<file path="src/rtl/alu0_issue_wb_pkg.sv">
// Shared functional-unit definitions for the ALU0 issue/writeback block.
// Holds the 4-bit ALU minor opcode encoding and the result FIFO depth.
package alu0_issue_wb_pkg;

    typedef enum logic [3:0] {
        OP_ADD     = 4'h0,
        OP_INC     = 4'h1,
        OP_SUB     = 4'h2,
        OP_DEC     = 4'h3,
        OP_AND     = 4'h4,
        OP_XOR     = 4'h5,
        OP_OR      = 4'h6,
        OP_MOVE    = 4'h7,
        OP_CARRY   = 4'h8,
        OP_ADD_OVF = 4'h9,
        OP_BORROW  = 4'hA,
        OP_SUB_OVF = 4'hB,
        OP_NAND    = 4'hC,
        OP_XNOR    = 4'hD,
        OP_NOR     = 4'hE,
        OP_NOT_B   = 4'hF
    } minor_op_e;

    // Result FIFO depth; sized to match the 2-bit occupancy counter.
    localparam logic [1:0] FIFO_DEPTH = 2'd2;

endpackage

</file>
<file path="src/rtl/alu0_issue_wb_simplealu0.sv">
// SimpleALU0: purely combinational ALU for the ALU0 issue slot.
// Ports:
//   MinorOpcode - 4-bit minor opcode (see alu0_issue_wb_pkg::minor_op_e)
//   OperandA/B  - DATABITWIDTH-bit operands
//   Result      - DATABITWIDTH-bit result
// Unary ops (inc/dec/move/NOT) act on operand B. Flag ops (carry, add
// overflow, borrow, sub overflow) return the flag zero-extended to full width.
module SimpleALU0
    import alu0_issue_wb_pkg::*;
#(
    parameter int DATABITWIDTH = 16
) (
    input  logic [3:0]              MinorOpcode,
    input  logic [DATABITWIDTH-1:0] OperandA,
    input  logic [DATABITWIDTH-1:0] OperandB,
    output logic [DATABITWIDTH-1:0] Result
);

    localparam int W = DATABITWIDTH;

    logic [W:0]   sum_ext;
    logic [W:0]   diff_ext;
    logic         add_ovf;
    logic         sub_ovf;
    logic [W-1:0] one;

    always_comb begin
        one      = {{(W-1){1'b0}}, 1'b1};
        sum_ext  = {1'b0, OperandA} + {1'b0, OperandB};
        // MSB of the extended difference is the unsigned borrow.
        diff_ext = {1'b0, OperandA} - {1'b0, OperandB};
        // Signed overflow: operands agree in sign (add) / differ (sub) and the
        // result sign differs from A.
        add_ovf  = (OperandA[W-1] == OperandB[W-1]) && (sum_ext[W-1]  != OperandA[W-1]);
        sub_ovf  = (OperandA[W-1] != OperandB[W-1]) && (diff_ext[W-1] != OperandA[W-1]);
    end

    always_comb begin
        Result = '0;
        case (MinorOpcode)
            OP_ADD:     Result = sum_ext[W-1:0];
            OP_INC:     Result = OperandB + one;
            OP_SUB:     Result = diff_ext[W-1:0];
            OP_DEC:     Result = OperandB - one;
            OP_AND:     Result = OperandA & OperandB;
            OP_XOR:     Result = OperandA ^ OperandB;
            OP_OR:      Result = OperandA | OperandB;
            OP_MOVE:    Result = OperandB;
            OP_CARRY:   Result = {{(W-1){1'b0}}, sum_ext[W]};
            OP_ADD_OVF: Result = {{(W-1){1'b0}}, add_ovf};
            OP_BORROW:  Result = {{(W-1){1'b0}}, diff_ext[W]};
            OP_SUB_OVF: Result = {{(W-1){1'b0}}, sub_ovf};
            OP_NAND:    Result = ~(OperandA & OperandB);
            OP_XNOR:    Result = ~(OperandA ^ OperandB);
            OP_NOR:     Result = ~(OperandA | OperandB);
            OP_NOT_B:   Result = ~OperandB;
            default:    Result = '0;
        endcase
    end

endmodule

</file>
<file path="src/rtl/alu0_issue_wb.sv">
// alu0_issue_wb: ALU0 functional unit with a 2-entry writeback result FIFO.
// Ports:
//   clk, clear               - clock, synchronous active-high reset
//   IssueValid/IssueReady    - issue handshake (push when both high)
//   IssueMinorOpcode         - ALU op select
//   IssueOperandA/B          - operands
//   IssueDestReg             - writeback register tag
//   WBValid/WBAck            - writeback handshake (pop when both high)
//   WBDestReg/WBData         - head entry; forced to 0 while WBValid is low
// The result is computed at issue and stored, so writeback latency is 1 cycle.
module alu0_issue_wb
    import alu0_issue_wb_pkg::*;
#(
    parameter int DATABITWIDTH    = 16,
    parameter int REGADDRBITWIDTH = 4
) (
    input  logic                       clk,
    input  logic                       clear,
    input  logic                       IssueValid,
    output logic                       IssueReady,
    input  logic [3:0]                 IssueMinorOpcode,
    input  logic [DATABITWIDTH-1:0]    IssueOperandA,
    input  logic [DATABITWIDTH-1:0]    IssueOperandB,
    input  logic [REGADDRBITWIDTH-1:0] IssueDestReg,
    output logic                       WBValid,
    input  logic                       WBAck,
    output logic [REGADDRBITWIDTH-1:0] WBDestReg,
    output logic [DATABITWIDTH-1:0]    WBData
);

    logic [DATABITWIDTH-1:0]    alu_result;

    logic [DATABITWIDTH-1:0]    data_q [2];
    logic [DATABITWIDTH-1:0]    data_d [2];
    logic [REGADDRBITWIDTH-1:0] tag_q  [2];
    logic [REGADDRBITWIDTH-1:0] tag_d  [2];
    logic                       wr_ptr_q, wr_ptr_d;
    logic                       rd_ptr_q, rd_ptr_d;
    logic [1:0]                 count_q,  count_d;
    logic                       push;
    logic                       pop;

    SimpleALU0 #(
        .DATABITWIDTH (DATABITWIDTH)
    ) u_alu (
        .MinorOpcode (IssueMinorOpcode),
        .OperandA    (IssueOperandA),
        .OperandB    (IssueOperandB),
        .Result      (alu_result)
    );

    // Ready depends only on occupancy: a full FIFO never accepts, even if the
    // head is being acknowledged this cycle.
    assign IssueReady = (count_q < FIFO_DEPTH);
    assign WBValid    = (count_q != 2'd0);
    assign WBData     = WBValid ? data_q[rd_ptr_q] : '0;
    assign WBDestReg  = WBValid ? tag_q[rd_ptr_q]  : '0;

    assign push = IssueValid & IssueReady;
    assign pop  = WBValid & WBAck;

    always_comb begin
        data_d   = data_q;
        tag_d    = tag_q;
        wr_ptr_d = wr_ptr_q;
        rd_ptr_d = rd_ptr_q;
        count_d  = count_q;

        if (push) begin
            data_d[wr_ptr_q] = alu_result;
            tag_d[wr_ptr_q]  = IssueDestReg;
            wr_ptr_d         = ~wr_ptr_q;
        end
        if (pop) begin
            rd_ptr_d = ~rd_ptr_q;
        end

        case ({push, pop})
            2'b10:   count_d = count_q + 2'd1;
            2'b01:   count_d = count_q - 2'd1;
            default: count_d = count_q;
        endcase
    end

    always_ff @(posedge clk) begin
        if (clear) begin
            data_q[0] <= '0;
            data_q[1] <= '0;
            tag_q[0]  <= '0;
            tag_q[1]  <= '0;
            wr_ptr_q  <= 1'b0;
            rd_ptr_q  <= 1'b0;
            count_q   <= 2'd0;
        end else begin
            data_q    <= data_d;
            tag_q     <= tag_d;
            wr_ptr_q  <= wr_ptr_d;
            rd_ptr_q  <= rd_ptr_d;
            count_q   <= count_d;
        end
    end

endmodule
</file>
<file path="config.mk">
export PLATFORM = sky130hd
export DESIGN_NAME = alu0_issue_wb
export DESIGN_NICKNAME = d
export VERILOG_FILES = /design/src/rtl/alu0_issue_wb_pkg.sv /design/src/rtl/alu0_issue_wb_simplealu0.sv /design/src/rtl/alu0_issue_wb.sv
export SDC_FILE = /design/constraint.sdc
export NUM_CORES = 1
export LEC_CHECK = 0
export BUFFER_PORTS_ARGS = -buffer_cell sky130_fd_sc_hd__buf_2
export CAP_MARGIN = 20
export CORE_AREA = 8 8 103 151
export CTS_CLUSTER_SIZE = 14
export DETAILED_ROUTE_END_ITERATION = 7
export DIE_AREA = 0 0 111 159
export PLACE_DENSITY = 0.62
export SKIP_CTS_REPAIR_TIMING = 1
export SLEW_MARGIN = 20
export SYNTH_ARGS = -nofsm -noshare
export SYNTH_HDL_FRONTEND = slang
export SYNTH_HIERARCHICAL = 1
export SYNTH_SLANG_ARGS = --single-unit
</file>
<file path="constraint.sdc">
create_clock -name clk -period 3.4 [get_ports clk]
set_clock_uncertainty 0.05 [all_clocks]
set_input_delay 0.34 -clock clk [delete_from_list [all_inputs] [get_ports clk]]
set_output_delay 0.34 -clock clk [all_outputs]
set_load 0.05 [all_outputs]
</file>
==> results.py, run 1 <==
metrics = {
    "outcome": {
        "outcome": "complete, no violations",
    },
    "worst_setup_path": {
        "critPathSlowestCell": "or4_1",
        "startpoint_type": "input pin",
        "cp_common_cell": "xnor2_1",
        "cp.arrival_ps": 3350,
        "critical_path.cell_chain": "buf_2 > and4bb_4 > xnor2_1 > ha_1 > or3_1 > a21o_1 > a2111oi_1 > a31oi_1 > xnor2_1 > a22o_1 > or4_1 > nand2_1 > a21oi_1",
        "critPathMaxStageDelay_ps": 540,
        "worstPathRequired_ps": 3490,
        "setup.worst_path.end_class": "flop",
        "crit_type": "in -> reg",
        "crit_path_max_fanout": 2,
    },
    "floorplan": {
        "core_area_um2": 13340,
        "die_area_um2": 17650,
        "die_w_um": 111,
        "start_util_pct": 44.06,
        "pin_count": 66,
        "die_y_um": 159,
        "core.rowCount": 52,
    },
    "cts": {
        "cts_tree": "yes",
        "htreeDepth": 2,
        "insertion_delay_ps": 290,
        "numCtsBuffers": 5,
        "clockBufferDepth": 2,
        "cts.sinks": 44,
        "path_clk_slew_ps": 60,
        "root_buffer": "clkbuf_16",
    },
    "synthesis": {
        "yosys-top-cells-count": "nand2_1 (128), a21oi_1 (76), nor2_1 (70), inv_1 (63), ha_1 (50)",
        "synth.most_common_cell": "nand2_1",
        "synth_top_cell_by_area": "dfxtp_1",
        "ys_warn_count": 6,
        "synth_area_leaders": "dfxtp_1 (15%), ha_1 (11%), nand2_1 (8.2%)",
        "ys_types": 79,
        "synth.cell_area_um2": 5877,
        "synth_flop_cell": "dfxtp_1",
        "synth_edf_count": 0,
        "synth_fp_nets": 922,
        "ys_ff_latch": 44,
        "synth_area_per_cell_um2": 7.115,
        "syn_inst": 826,
        "yosysTopAreaCellShare_pct": 14.99,
        "seq_area_frac_synth_pct": 14.99,
        "synthArstFlopShare_pct": 0,
    },
    "grt": {
        "grt_pass1_vias": 6128,
        "use_met2_pct": 37.49,
        "grt_usage_pct": 21.35,
        "top_usage_layer": "met2",
        "met3_usage_pct": 2.790,
        "grtUsageMet1_pct": 23.87,
        "grt_antenna_before_repair": 0,
        "gr-total-overflow": 0,
        "grt_max_degree": 49,
        "grt_pass1_wl_mm": 31.48,
    },
    "timing": {
        "slew_headroom_pct": 40.80,
        "fmax_ghz": 0.3062,
        "worst_slew_pin_slew_ps": 885.3,
        "fin_tns_setup_ps": 0,
        "timing.final.crit_share_pct": 96.07,
        "slew_viol_final": 0,
        "setup_viol": 0,
        "rsz0062_at_grt": "false",
        "min_period_ps": 3266,
        "hold_violations": 0,
    },
    "place": {
        "port_buffers": 65,
        "placed_cell_area_um2": 6510,
        "dp_hpwl_mm": 15.22,
        "gp_congestion": 0.9705,
    },
    "power_and_ir_drop": {
        "p_per_area_nw_per_um2": 369.5,
        "p_total_mw": 2.460,
        "power.leakage_nw": 2.793,
        "ir_worst_vdd_mv": 0.3144,
    },
    "layout": {
        "nNetsFinal": 985,
        "area_growth_pct": 13.31,
        "fin_area_um2": 6659,
        "drive_above_1_share_pct": 17.53,
        "fin_util_pct": 49.93,
        "antenna_cells": 0,
    },
    "routing": {
        "ant_nets": 0,
        "vias": 6274,
        "wl_mm": 19.66,
        "routedWlPerCell_um": 18.69,
        "drt_iter0_drc": 460,
        "drcViolationCount": 0,
        "post_drt_via_cell_ratio": 5.964,
        "drt_pre_antenna_iters": 5,
    },
    "job": {
        "cap_violations": 0,
    },
    "min_path": {
        "hold_class": "in -> reg",
    },
}
## state kept, by name, summed over array words and instances (netlist names)
| signal | flops |
|---|---|
| data_q | 32 |
| tag_q | 8 |
| count_q | 2 |
| rd_ptr_q | 1 |
| wr_ptr_q | 1 |
## cells in the final DEF (no fill, tap or decap), types with 8 or more instances in the layout
cell type / instances
buf_2: 65
inv_1: 63
a21o_1: 9
nand2_1: 128
o21ai_0: 31
nand4_1: 10
nand3_1: 17
xnor2_1: 30
buf_4: 50
nor2_1: 70
o22ai_1: 8
nor3_1: 22
dfxtp_1: 44
ha_1: 50
mux4_2: 8
nand2b_1: 10
mux2i_1: 34
a31oi_1: 9
a21oi_1: 76
nor4_1: 8
## final timing paths
path / cells after the start / slack [ps] / startpoint / to
worst max-delay path: 13 / 130 / IssueMinorOpcode[2] / data_q[12]
worst min-delay path: 3 / 250 / IssueDestReg[1] / tag_q[1]
worst max register to register: 5 / 1690 / count_q[1] / count_q[1]
worst min register to register: 2 / 400 / data_q[27] / data_q[27]
## logic make-up (layout without fill, tap and decap cells)
logic type | after synthesis | in the layout | share of synthesized area, %
and+or+nand+nor | 307 | 307 | 24.61
AOI/OAI and AO/OA | 222 | 222 | 25.55
buffers and inverters | 124 | 188 | 9.410
adders and majority gates | 52 | 52 | 11.33
DFF | 44 | 44 | 14.99
muxes | 43 | 43 | 9.048
xor gates and xnor gates | 34 | 34 | 5.067
## power by group
| group | internal, mW | switching (mW) |
|---|---|---|
| Sequential | 0.588 | 0.0472 |
| Combinational | 0.474 | 0.867 |
| Clock | 0.289 | 0.194 |
## through the flow
stage,worst slack [ps],std cells,hold slack [ps]
after detailed placement,-55.30,1044,396.1
after CTS,243.2,1052,244.5
final,133.7,1052,247.9
after global routing,39.89,1052,253.3
after global placement,-32.07,1044,391.5
after floorplan,12.97,826,385.7
## worst max-delay path, delay by kind of cell
kind / cells / cell delay [ps]
xor gates and xnor gates: 2 / 230
AOI/OAI and AO/OA: 5 / 1090
and+or+nand+nor: 4 / 1390
adders and majority gates: 1 / 190
buffers and inverters: 1 / 100
## final cells by class
| cell class | instances | area (um^2) |
|---|---|---|
| Fill cell | 1386 | 6679 |
| Multi-Input combinational cell | 658 | 4449 |
| Sequential cell | 44 | 880.8 |
| Timing Repair Buffer | 117 | 740.7 |
| Inverter | 63 | 236.5 |
| Tap cell | 162 | 202.7 |
| Clock buffer | 6 | 138.9 |
| Clock inverter | 2 | 10.01 |
## routing by layer
metal  wire length (um)  vias to the layer above
met3                980                       68
met1               7893                     2916
met5                  0                        -
met2               9812                      235
met4                975                        0
li1                   -                     3055
Power figures use the tool's default switching activity.
==> run 2, diff against run 1 <==
--- a/config.mk
+++ b/config.mk
@@ -7,10 +7,10 @@
 export LEC_CHECK = 0
 export BUFFER_PORTS_ARGS = -buffer_cell sky130_fd_sc_hd__buf_2
 export CAP_MARGIN = 20
-export CORE_AREA = 8 8 103 151
+export CORE_AREA = 8 8 124 126
 export CTS_CLUSTER_SIZE = 14
 export DETAILED_ROUTE_END_ITERATION = 7
-export DIE_AREA = 0 0 111 159
+export DIE_AREA = 0 0 132 134
 export PLACE_DENSITY = 0.62
 export SKIP_CTS_REPAIR_TIMING = 1
 export SLEW_MARGIN = 20
==> results.py, run 2 (synthesis gave the netlist of run 1 again) <==
metrics = {
    "place": {
        "gp_congestion": 0.9343,
        "post-place-ws_ps": -7.826,
        "port_buffers": 65,
        "dp_hpwl_mm": 14.32,
        "placedCellCount": 1054,
        "placed_cell_area_um2": 6460,
    },
    "routing": {
        "post_drt_via_cell_ratio": 5.809,
        "vias": 6169,
        "drt_pre_antenna_iters": 5,
        "wl_mm": 18.87,
        "ant_nets": 0,
        "drt_iter0_drc": 470,
        "routedWlPerCell_um": 17.77,
        "drcViolationCount": 0,
    },
    "power_and_ir_drop": {
        "intPower_mw": 1.342,
        "p_total_mw": 2.431,
        "p_seq_share_pct": 26.1,
        "switchingPower_mw": 1.089,
        "power.leakage_nw": 2.741,
        "ir_worst_vdd_mv": 0.2358,
        "power_switching_share_pct": 44.79,
        "p_per_area_nw_per_um2": 367.9,
        "p_clk_share_pct": 19.5,
        "comb_power_share_pct": 54.3,
    },
    "layout": {
        "top_register": "data_q",
        "fin_util_pct": 48.92,
        "drive_above_1_share_pct": 16.55,
        "final_cell_mix": "nand2_1 (128), a21oi_1 (76), nor2_1 (70)",
        "largest_registers": "data_q: 32 flops, tag_q: 8 flops, count_q: 2 flops",
        "fin_area_um2": 6606,
        "stdcell_count": 1062,
        "nNetsFinal": 977,
        "area_growth_pct": 12.41,
        "largest_reg_flops": 32,
        "mostFrequentLayoutCell": "nand2_1",
        "antenna_cells": 0,
        "seq_area_um2": 880.8,
        "fillCellCount": 1390,
        "multi_input_area_um2": 4449,
    },
    "floorplan": {
        "die_area_um2": 17690,
        "pin_count": 66,
        "core.rowCount": 43,
        "die_w_um": 132,
        "core_area_um2": 13500,
        "start_util_pct": 43.52,
        "die_y_um": 134,
    },
    "grt": {
        "gr-total-overflow": 0,
        "grt_max_degree": 50,
        "grt_usage_pct": 20.46,
        "grt_antenna_before_repair": 0,
        "grt_pass1_wl_mm": 30.27,
        "grt_pass1_vias": 5859,
    },
    "timing": {
        "slew_viol_final": 0,
        "setup_viol": 0,
        "hold_violations": 0,
        "slew_headroom_pct": 41.12,
        "min_period_ps": 3181,
        "fin_tns_setup_ps": 0,
        "finalWorstSetupSlack_ps": 219.2,
        "whs_ps": 260.7,
        "timing.final.crit_share_pct": 93.55,
        "fmax_ghz": 0.3144,
        "worst_slew_pin_slew_ps": 880.6,
        "rsz0062_at_grt": "false",
    },
    "worst_setup_path": {
        "cp_common_cell": "xnor2_1",
        "crit_path_max_fanout": 2,
        "worstPathRequired_ps": 3480,
        "r2r_end": "count_q[1]",
        "rr_worst_depth": 5,
        "critical_path.cell_chain": "buf_2 > and4bb_4 > xnor2_1 > ha_1 > or3_1 > a21o_1 > a2111oi_1 > a31oi_1 > xnor2_1 > a22o_1 > or4_1 > nand2_1 > a21oi_1",
        "critPathSlowestCell": "or4_1",
        "r2r_start": "count_q[1]",
        "cp.arrival_ps": 3260,
        "startpoint_type": "input pin",
        "r2r_slack_ps": 1700,
        "setup.worst_path.end_class": "flop",
        "crit_family": "simple AND/OR/NAND/NOR gates",
        "critPathMaxStageDelay_ps": 540,
        "crit_type": "in -> reg",
        "worst-path-buf-inv": 1,
    },
    "min_path": {
        "holdPathStages": 3,
        "worstHoldEndpoint": "tag_q[6]",
        "hold_class": "in -> reg",
        "min_from": "IssueDestReg[2]",
    },
    "cts": {
        "cts_tree": "yes",
        "path_clk_slew_ps": 60,
        "root_buffer": "clkbuf_16",
        "clockBufferDepth": 2,
        "numCtsBuffers": 5,
        "insertion_delay_ps": 280,
        "cts.sinks": 44,
        "htreeDepth": 2,
    },
    "job": {
        "cap_violations": 0,
    },
    "outcome": {
        "outcome": "complete, no violations",
    },
}
==> run 2: final cells by class <==
class	instances	share of cell area, %
Sequential cell	44	13.33
Inverter	63	3.580
Clock buffer	8	2.216
Tap cell	180	3.409
Multi-Input combinational cell	658	67.35
Timing Repair Buffer	109	10.11
==> run 2: tightest hold or removal path, delay by kind of cell <==
family | cells | cell delay [ps]
buf+inv | 1 | 100
simple gates | 1 | 50
compound gates | 1 | 50
==> run 2: worst max path at each step <==
stage                              from    endpoint  depth (start not counted)
detailed placement  IssueMinorOpcode[2]  data_q[12]                         13
finish              IssueMinorOpcode[2]  data_q[12]                         13
global route        IssueMinorOpcode[2]  data_q[28]                         13
global placement    IssueMinorOpcode[2]  data_q[12]                         13
floorplan           IssueMinorOpcode[3]  data_q[12]                         14
CTS                 IssueMinorOpcode[2]  data_q[12]                         13
==> run 2: metal layers <==
metal / up-vias / wire, um / part of all wire (%) / track usage (%)
met5: - / 0 / 0 / 0
met4: 0 / 450 / 2.4 / 6.828
met3: 32 / 1061 / 5.6 / 2.730
met2: 201 / 8919 / 47 / 35.44
met1: 2902 / 8438 / 45 / 25.57
li1: 3034 / - / - / -
==> run 2: power groups by stage <==
stage | Clock (mW) | Sequential [mW] | Combinational (mW)
finish | 0.475 | 0.635 | 1.32
detailed placement | 0 | 0.647 | 1.31
CTS | 0.487 | 0.635 | 1.32
global route | 0.506 | 0.647 | 1.44
floorplan | 0 | 0.629 | 1.01
global placement | 0 | 0.645 | 1.31
